## src/rtl/char_write_scheduler.sv

```systemverilog
// Character/colour write scheduler: round-robin arbitration of two cell writers
// plus a full-grid clear sequence that drives both the character and highlight ports.
//
// state | meaning
// IDLE  | arbitrate A/B cell writes; clr_req starts a clear
// CLEAR | write one clear cell per cycle over the latched grid size
module char_write_scheduler #(
    parameter logic [6:0] CLR_ASCII  = 7'h20,
    parameter logic [5:0] CLR_COLOUR = 6'b111111,
    parameter logic       CLR_HL     = 1'b0
) (
    input  logic       clock,
    input  logic       resetn,
    input  logic       sL,
    input  logic       clr_req,
    input  logic       a_req,
    input  logic [6:0] a_x,
    input  logic [5:0] a_y,
    input  logic [6:0] a_ascii,
    input  logic [5:0] a_colour,
    output logic       a_ack,
    input  logic       b_req,
    input  logic [6:0] b_x,
    input  logic [5:0] b_y,
    input  logic [6:0] b_ascii,
    input  logic [5:0] b_colour,
    output logic       b_ack,
    output logic [6:0] wrx,
    output logic [5:0] wry,
    output logic       wren,
    output logic [6:0] wascii,
    output logic [5:0] wcolour,
    output logic [6:0] hix,
    output logic [5:0] hiy,
    output logic       hien,
    output logic       highlight,
    output logic       busy,
    output logic       clr_done
);

    typedef enum logic {IDLE, CLEAR} state_t;

    state_t     state, state_nx;
    logic [6:0] cx, cx_nx;
    logic [5:0] cy, cy_nx;
    logic       sl_q, sl_nx;
    logic       last_b, last_b_nx;

    logic [6:0] wrx_nx, wascii_nx, hix_nx;
    logic [5:0] wry_nx, wcolour_nx, hiy_nx;
    logic       wren_nx, hien_nx, highlight_nx, a_ack_nx, b_ack_nx, busy_nx, clr_done_nx;

    logic       a_elig, b_elig, pick_a, clr_wr;
    logic [6:0] gx, lim_w, w_last;
    logic [5:0] gy, lim_h, h_last;

    // a requester whose ack is showing this cycle sits out one arbitration
    assign a_elig = a_req & ~a_ack;
    assign b_elig = b_req & ~b_ack;
    assign pick_a = a_elig & (~b_elig | last_b);
    assign gx     = pick_a ? a_x : b_x;
    assign gy     = pick_a ? a_y : b_y;
    assign lim_w  = sL ? 7'd40 : 7'd80;
    assign lim_h  = sL ? 6'd30 : 6'd60;
    assign w_last = sl_q ? 7'd39 : 7'd79;
    assign h_last = sl_q ? 6'd29 : 6'd59;

    always_comb begin
        state_nx     = state;
        cx_nx        = cx;
        cy_nx        = cy;
        sl_nx        = sl_q;
        last_b_nx    = last_b;
        clr_wr       = 1'b0;
        wrx_nx       = '0;
        wry_nx       = '0;
        wren_nx      = 1'b0;
        wascii_nx    = '0;
        wcolour_nx   = '0;
        hix_nx       = '0;
        hiy_nx       = '0;
        hien_nx      = 1'b0;
        highlight_nx = 1'b0;
        a_ack_nx     = 1'b0;
        b_ack_nx     = 1'b0;
        busy_nx      = 1'b0;
        clr_done_nx  = 1'b0;

        case (state)
            IDLE: begin
                if (clr_req) begin
                    state_nx = CLEAR;
                    sl_nx    = sL;
                    cx_nx    = '0;
                    cy_nx    = '0;
                    clr_wr   = 1'b1;
                end else if (a_elig || b_elig) begin
                    a_ack_nx   = pick_a;
                    b_ack_nx   = ~pick_a;
                    last_b_nx  = ~pick_a;
                    wrx_nx     = gx;
                    wry_nx     = gy;
                    wascii_nx  = pick_a ? a_ascii : b_ascii;
                    wcolour_nx = pick_a ? a_colour : b_colour;
                    wren_nx    = (gx < lim_w) && (gy < lim_h);
                end
            end
            CLEAR: begin
                // cx/cy hold the cell currently on the write ports
                if (cx == w_last && cy == h_last) begin
                    state_nx    = IDLE;
                    cx_nx       = '0;
                    cy_nx       = '0;
                    clr_done_nx = 1'b1;
                end else begin
                    clr_wr = 1'b1;
                    if (cx == w_last) begin
                        cx_nx = '0;
                        cy_nx = cy + 6'd1;
                    end else begin
                        cx_nx = cx + 7'd1;
                    end
                end
            end
            default: state_nx = IDLE;
        endcase

        if (clr_wr) begin
            wrx_nx       = cx_nx;
            wry_nx       = cy_nx;
            wren_nx      = 1'b1;
            wascii_nx    = CLR_ASCII;
            wcolour_nx   = CLR_COLOUR;
            hix_nx       = cx_nx;
            hiy_nx       = cy_nx;
            hien_nx      = 1'b1;
            highlight_nx = CLR_HL;
            busy_nx      = 1'b1;
        end
    end

    always_ff @(posedge clock or negedge resetn) begin
        if (!resetn) begin
            state     <= IDLE;
            cx        <= '0;
            cy        <= '0;
            sl_q      <= 1'b0;
            last_b    <= 1'b1;
            wrx       <= '0;
            wry       <= '0;
            wren      <= 1'b0;
            wascii    <= '0;
            wcolour   <= '0;
            hix       <= '0;
            hiy       <= '0;
            hien      <= 1'b0;
            highlight <= 1'b0;
            a_ack     <= 1'b0;
            b_ack     <= 1'b0;
            busy      <= 1'b0;
            clr_done  <= 1'b0;
        end else begin
            state     <= state_nx;
            cx        <= cx_nx;
            cy        <= cy_nx;
            sl_q      <= sl_nx;
            last_b    <= last_b_nx;
            wrx       <= wrx_nx;
            wry       <= wry_nx;
            wren      <= wren_nx;
            wascii    <= wascii_nx;
            wcolour   <= wcolour_nx;
            hix       <= hix_nx;
            hiy       <= hiy_nx;
            hien      <= hien_nx;
            highlight <= highlight_nx;
            a_ack     <= a_ack_nx;
            b_ack     <= b_ack_nx;
            busy      <= busy_nx;
            clr_done  <= clr_done_nx;
        end
    end

endmodule

```

## config.mk

```make
export PLATFORM = sky130hd
export DESIGN_NAME = char_write_scheduler
export DESIGN_NICKNAME = d
export VERILOG_FILES = /design/src/rtl/char_write_scheduler.sv
export SDC_FILE = /design/constraint.sdc
export NUM_CORES = 1
export LEC_CHECK = 0
export CORE_MARGIN = 2
export CORE_UTILIZATION = 47
export DETAILED_ROUTE_END_ITERATION = 12
export PLACE_DENSITY_LB_ADDON = 0.2
export REMOVE_ABC_BUFFERS = 1
export SLEW_MARGIN = 40
export SYNTH_ARGS = -nofsm -noshare
export SYNTH_HDL_FRONTEND = slang
export SYNTH_SLANG_ARGS = --single-unit
```

## constraint.sdc

```tcl
create_clock -name clock -period 3.5 [get_ports clock]
set_clock_uncertainty 0.05 [all_clocks]
set_input_delay 0.35 -clock clock [delete_from_list [all_inputs] [get_ports clock]]
set_output_delay 0.35 -clock clock [all_outputs]
set_load 0.01 [all_outputs]
```

==> flow_metrics.py, run 1 <==
metrics = {
    "status": {
        "status": "finished clean",
    },
    "timing": {
        "rsz0062_at_grt": "false",
        "max_slew_margin_pct": 49.0,
        "timing.final.crit_period_ns": 2.58,
        "final_hold_viol_count": 0,
        "worst_pin_slew_ns": 0.765,
        "tns_ns": 0,
        "fmax_mhz": 388,
        "finalWorstSetupSlack_ns": 0.925,
        "setup_viol": 0,
        "drv_slew": 0,
        "finalCritPeriodShare_pct": 73.6,
    },
    "cells_and_area": {
        "areaGrowthSynthToFinish_pct": 46.2,
        "fin_nets": 388,
        "regArea_um2": 1480,
        "nFillCells": 419,
        "final_area_um2": 3840,
        "layout-drive-gt1-share_pct": 10.7,
        "utilization_pct": 70.6,
        "insertedDiodeCount": 0,
        "multi_input_area_um2": 1020,
    },
    "worst_setup_path": {
        "crit_fanout": 8,
        "reg2reg_slack_ns": 1.04,
        "cp-start-kind": "primary input",
        "max_stage_delay_ns": 0.48,
        "r2r_start": "last_b",
        "crit_chain": "clkdlybuf4s50_1 > nor2b_1 > a21boi_2 > mux2i_1 > inv_1 > ha_1 > a21o_1 > a21oi_1 > o21ai_0 > o32ai_1",
        "crit_path_end_kind": "flop",
        "worst-r2r-cell-count": 9,
        "arrival_ns": 2.74,
        "path_depth": 10,
        "critPathTopFamily": "compound AO/OA/AOI/OAI gates",
        "crit_required_ns": 3.66,
        "critPathLaunch": "a_req",
        "path_buf_inv": 2,
        "path_class": "in -> reg",
        "r2r-end": "wren",
        "slowest_stage": "a21boi_2",
        "setup.worst_path.end": "wren",
    },
    "cts": {
        "cts_max_level": 3,
        "cts_setup_buffers": 0,
        "clock_latency_ns": 0.32,
        "numClockSinks": 59,
        "clock_path_buffers": 2,
        "numCtsBuffers": 9,
        "root_buffer": "clkbuf_8",
        "cts_tree": "done",
        "clk_pin_slew_ns": 0.06,
    },
    "die": {
        "die_area_um2": 6200,
        "die_w_um": 78.7,
        "ios": 104,
        "start_util_pct": 48.3,
        "fp.coreArea_um2": 5440,
        "die_y_um": 78.7,
        "num_rows": 27,
    },
    "placed_design": {
        "place_ws_ns": 0.584,
        "io_buffer_count": 102,
        "gp_congestion": 0.848,
        "dpl-instance-area_um2": 3680,
        "hpwl_mm": 4.53,
    },
    "logic_synthesis": {
        "syn_avg_cell_area_um2": 12.1,
        "synth_edf_count": 0,
        "ys_seq_elements": 59,
        "ys.flop_type": "dfrtp_1",
        "syn_inst": 217,
        "async_flop_share_pct": 100,
        "yosysWarnings": 0,
        "syn_area_um2": 2630,
        "ys_seq_area_share_pct": 56.3,
        "synth_cell_types": 49,
    },
    "pwr": {
        "power_frac_clock_pct": 23.4,
        "pwr_density_cell_nw_per_um2": 543,
        "p_total_uw": 2090,
        "p_leak_uw": 0.00165,
        "combPwrFrac_pct": 31.7,
        "swShare_pct": 29.7,
        "power_switching_uw": 619,
        "power.internal_uw": 1470,
        "power_frac_seq_pct": 45.0,
        "ir_drop_v": 0.000447,
    },
    "global_routing": {
        "grt_pass1_wl_mm": 10.4,
        "antenna_found_initial": 0,
        "grt_pass1_vias": 2113,
        "grt_max_degree": 47,
        "grt_overflow_total": 0,
        "track_usage_pct": 21.8,
    },
    "drt": {
        "remaining_drc_errors": 0,
        "via_per_inst": 5.36,
        "drt_iter0_drc": 102,
        "first_pass_iters": 4,
        "ant_nets": 0,
        "vias": 2137,
        "routedWlPerCell_um": 15.9,
        "wirelength_mm": 6.36,
    },
    "min_path": {
        "hp-class": "reg -> reg",
        "hold_path_depth": 2,
    },
    "run": {
        "cap_violations": 0,
    },
}
Yosys cell counts (2+ instances only):
cell       instances  area, um2
a21o_1             8       60.1
a21o_2             2       17.5
a21oi_1            3       15.0
a221o_1           11        110
a22o_1             7       61.3
and2_1             5       31.3
and3_1             2       12.5
and4bb_1           2       25.0
and4bb_2           2       25.0
buf_2              4       20.0
buf_4              2       15.0
clkbuf_1           2       7.51
dfrtp_1           58       1450
ha_1               6       75.1
inv_1             11       41.3
mux2i_1            8       80.1
nand2_1            9       33.8
nand2b_1           5       31.3
nand3_1            8       40.0
nand4_1            2       12.5
nor2_1             9       33.8
nor2_2             2       12.5
nor2b_1            4       25.0
nor4b_1            2       17.5
o2111ai_2          2       30.0
o21ai_0            8       40.0
o21ai_1            3       15.0
o21bai_1           3       22.5
o22ai_1            3       18.8
or2_2              2       12.5
xnor2_1            3       26.3
xor2_1             2       17.5
per-layer routing:
layer	GRT usage (%)	share of wire (%)	up-vias
li1	-	-	1003
met1	28.9	45	1028
met2	33.8	44	95
met3	5.91	9.3	11
met4	9.12	1.8	0
met5	0	0	-
timing repair:
action / CTS / global route
resized for setup: 0 / 0
hold endpoints to repair: 44 / 0
hold buffers: 1 / 0
power groups by stage:
stage / Clock (uW) / Sequential (uW) / Combinational (uW)
2_1_floorplan: 0 / 981 / 281
3_3_place_gp: 0 / 945 / 650
3_5_place_dp: 0 / 948 / 665
4_1_cts: 500 / 938 / 669
5_1_grt: 531 / 960 / 728
6_report: 487 / 938 / 661
layout make-up:
type	instances	share of cell area, %
flip-flops and latches	59	38.5
repair buffers	107	27.6
multi-input cells	136	26.7
clock buffers	10	3.32
well taps	72	2.35
inverters	11	1.08
clock inverters	4	0.522
through the flow:
step                      hold slack (ns)  cells
final                               0.453    399
after global routing                0.505    399
after CTS                           0.453    399
after detailed placement            0.333    384
after global placement              0.439    384
after floorplan                   0.00441    206
logic make-up (layout without fill, tap and decap cells):
family          count (synthesis)  in the layout  synth area share, %
compound gates                 58             58                 17.8
simple gates                   57             57                 13.0
flops                          59             59                 56.3
mux                             9              9                 3.48
fa+ha+maj                       6              6                 2.86
buf+inv                        22            132                 4.72
other cells                     1              1                0.143
xor+xnor                        5              5                 1.67
sequential cells by signal, summed over array words and instances, names as in the netlist, 6 cells and up:
register and count:
wascii 7, wrx 7, hiy 6, hix 7
wry 6, cy 6, wcolour 6, cx 7
how the worst min path moves through the flow:
stage / startpoint / to / slack (ns)
floorplan: resetn / a_ack / 0.004
global placement: last_b / last_b / 0.44
detailed placement: resetn / wascii[3] / 0.33
CTS: last_b / last_b / 0.45
global route: last_b / last_b / 0.50
finish: last_b / last_b / 0.45
placed cells by master (no fill, tap or decap), types with 3 or more instances in the layout:
master and instances:
o21bai_1 3, mux2i_1 8, ha_1 6, nand2b_1 5
inv_1 11, dfrtp_1 58, xnor2_1 3, nand2_1 9
and2_1 5, clkbuf_8 9, o21ai_0 8, clkdlybuf4s50_1 101
nor2b_1 4, o21ai_1 3, buf_4 5, clkinv_2 4
nor2_1 9, nand3_1 8, a22o_1 7, o22ai_1 3
a21o_1 8, a21oi_1 3, a221o_1 11
worst min-delay path, delay by kind of cell, from the launching register on:
family / cells / cell delay (ns)
AO/OA/AOI/OAI: 1 / 0.07
buffers and inverters: 1 / 0.07
flip-flops: 1 / 0.36
Power figures use the tool's default switching activity.
==> inputs of run 2 (changes only) <==
- CORE_UTILIZATION: 47 -> 43
- clock period: 3.5 -> 2.4 ns (I/O delays scaled with it)
==> flow_metrics.py, run 2 (synthesis results as in run 1) <==
metrics = {
    "status": {
        "status": "finished with violations",
        "violations": "hold timing",
    },
    "worst_setup_path": {
        "crit_required_ns": 2.57,
        "crit_path_end_kind": "flop",
        "reg2reg_slack_ns": 0.15,
        "critPathLaunch": "a_ack",
        "r2r-end": "wren",
        "worst-r2r-cell-count": 8,
        "setup.worst_path.end": "wren",
        "arrival_ns": 2.42,
        "r2r_start": "a_ack",
        "crit_fanout": 6,
        "cp-start-kind": "flop",
        "path_class": "reg -> reg",
    },
    "min_path": {
        "hp-class": "in -> async",
    },
    "global_routing": {
        "grt_pass1_wl_mm": 9.75,
        "grt_util_met3_pct": 6.52,
        "track_usage_pct": 19.8,
        "use_met2_pct": 29.8,
        "grt_overflow_total": 0,
        "grt_max_degree": 60,
        "grt_pass1_vias": 2061,
        "antenna_found_initial": 0,
        "met1_usage_pct": 26.2,
        "grt.busiest_layer": "met2",
    },
    "placed_design": {
        "io_buffer_count": 102,
        "hpwl_mm": 4.70,
        "gp_congestion": 0.831,
        "place_ws_ns": -0.174,
        "dpl-instance-area_um2": 3760,
    },
    "cts": {
        "cts_max_level": 3,
        "clock_path_buffers": 2,
        "clock_latency_ns": 0.34,
        "numCtsBuffers": 9,
        "cts_tree": "done",
        "numClockSinks": 59,
        "clk_pin_slew_ns": 0.06,
        "root_buffer": "clkbuf_8",
        "ctsHoldBuffers": 0,
    },
    "die": {
        "fp.coreArea_um2": 5920,
        "ios": 104,
        "die_area_um2": 6750,
        "die_y_um": 82.1,
        "die_w_um": 82.1,
        "num_rows": 28,
        "start_util_pct": 44.3,
    },
    "pwr": {
        "ir_drop_v": 0.000506,
        "p_leak_uw": 0.00171,
        "pwr_density_cell_nw_per_um2": 816,
    },
    "timing": {
        "finalCritPeriodShare_pct": 93.9,
        "rsz0062_at_grt": "false",
        "timing.final.crit_period_ns": 2.25,
        "fmax_mhz": 444,
        "final_hold_viol_count": 4,
        "whs_ns": -0.00256,
        "drv_slew": 0,
        "worst_pin_slew_ns": 0.754,
        "max_slew_margin_pct": 49.7,
        "finalWorstSetupSlack_ns": 0.148,
        "setup_viol": 0,
    },
    "cells_and_area": {
        "layout-drive-gt1-share_pct": 14.8,
        "final_area_um2": 3980,
        "insertedDiodeCount": 0,
        "layout_common_cells": "clkdlybuf4s50_1, dfrtp_1, buf_4",
        "utilization_pct": 67.2,
        "final_common_cell": "clkdlybuf4s50_1",
        "areaGrowthSynthToFinish_pct": 51.5,
        "regArea_um2": 1480,
        "multi_input_area_um2": 1050,
        "fin_nets": 397,
        "nFillCells": 449,
    },
    "drt": {
        "remaining_drc_errors": 0,
        "via_per_inst": 5.17,
        "first_pass_iters": 6,
        "drt_iter0_drc": 112,
        "vias": 2132,
        "ant_nets": 0,
        "wirelength_mm": 6.53,
        "routedWlPerCell_um": 15.8,
    },
    "run": {
        "cap_violations": 0,
    },
}
-- run 2: cell count changes in the layout (fill, tap and decap cells not counted) --
cell,delta
buf_4,+9
clkinv_2,-3
mux2i_1,-3
mux2i_2,+3
clkbuf_8,+2
a221oi_1,-1
a221oi_2,+1
a41oi_1,-1
a41oi_2,+1
buf_2,+1
bufinv_16,+1
clkbuf_1,+1
dlygate4sd3_1,-1
-- run 2: final cells by class --
class | instances | area share [%]
Sequential cell | 59 | 37.2
Timing Repair Buffer | 116 | 28.2
Multi-Input combinational cell | 136 | 26.4
Clock buffer | 13 | 4.00
Tap cell | 75 | 2.36
Inverter | 11 | 1.04
Clock inverter | 2 | 0.881
-- run 2: worst max-delay path: stages (launching register included) --
cell	delay [ns]
dfrtp_1	0.38
nor2b_1	0.14
a21boi_2	0.18
buf_4	0.18
mux2_2	0.36
ha_1	0.31
nand4_1	0.12
a221oi_2	0.29
o32ai_1	0.13
-- run 2: worst min-delay path by stage --
stage                       endpoint  slack, ns
after floorplan                a_ack      -0.11
after global placement    wcolour[0]       0.38
after detailed placement      wry[0]       0.39
after CTS                      cy[3]       0.03
after global routing          hiy[5]       0.06
final                         hiy[5]     -0.003
-- run 2: timing repair --
action                     in CTS  in global routing
setup endpoints to repair       0                  1
setup buffers                   0                  0
resized for setup               0                  5
-- run 2: layer usage --
metal  part of all wire, %  vias to the layer above
li1                      -                     1015
met1                    46                     1012
met2                    44                       95
met3                   8.6                       10
met4                   1.4                        0
met5                     0                        -
-- run 2: power breakdown --
group | internal [uW] | switching (uW)
Clock | 529 | 364
Combinational | 577 | 405
Sequential | 1220 | 149
Total | 2330 | 919
-- run 2: through the flow --
step	total power [uW]	setup TNS [ns]	instances	hold slack [ns]
global placement	2340	-0.0451	397	0.383
finish	3250	0	412	-0.00256
CTS	3270	0	412	0.0258
floorplan	1840	-1.59	206	-0.106
global route	3450	0	412	0.0609
detailed placement	2370	-0.174	397	0.388
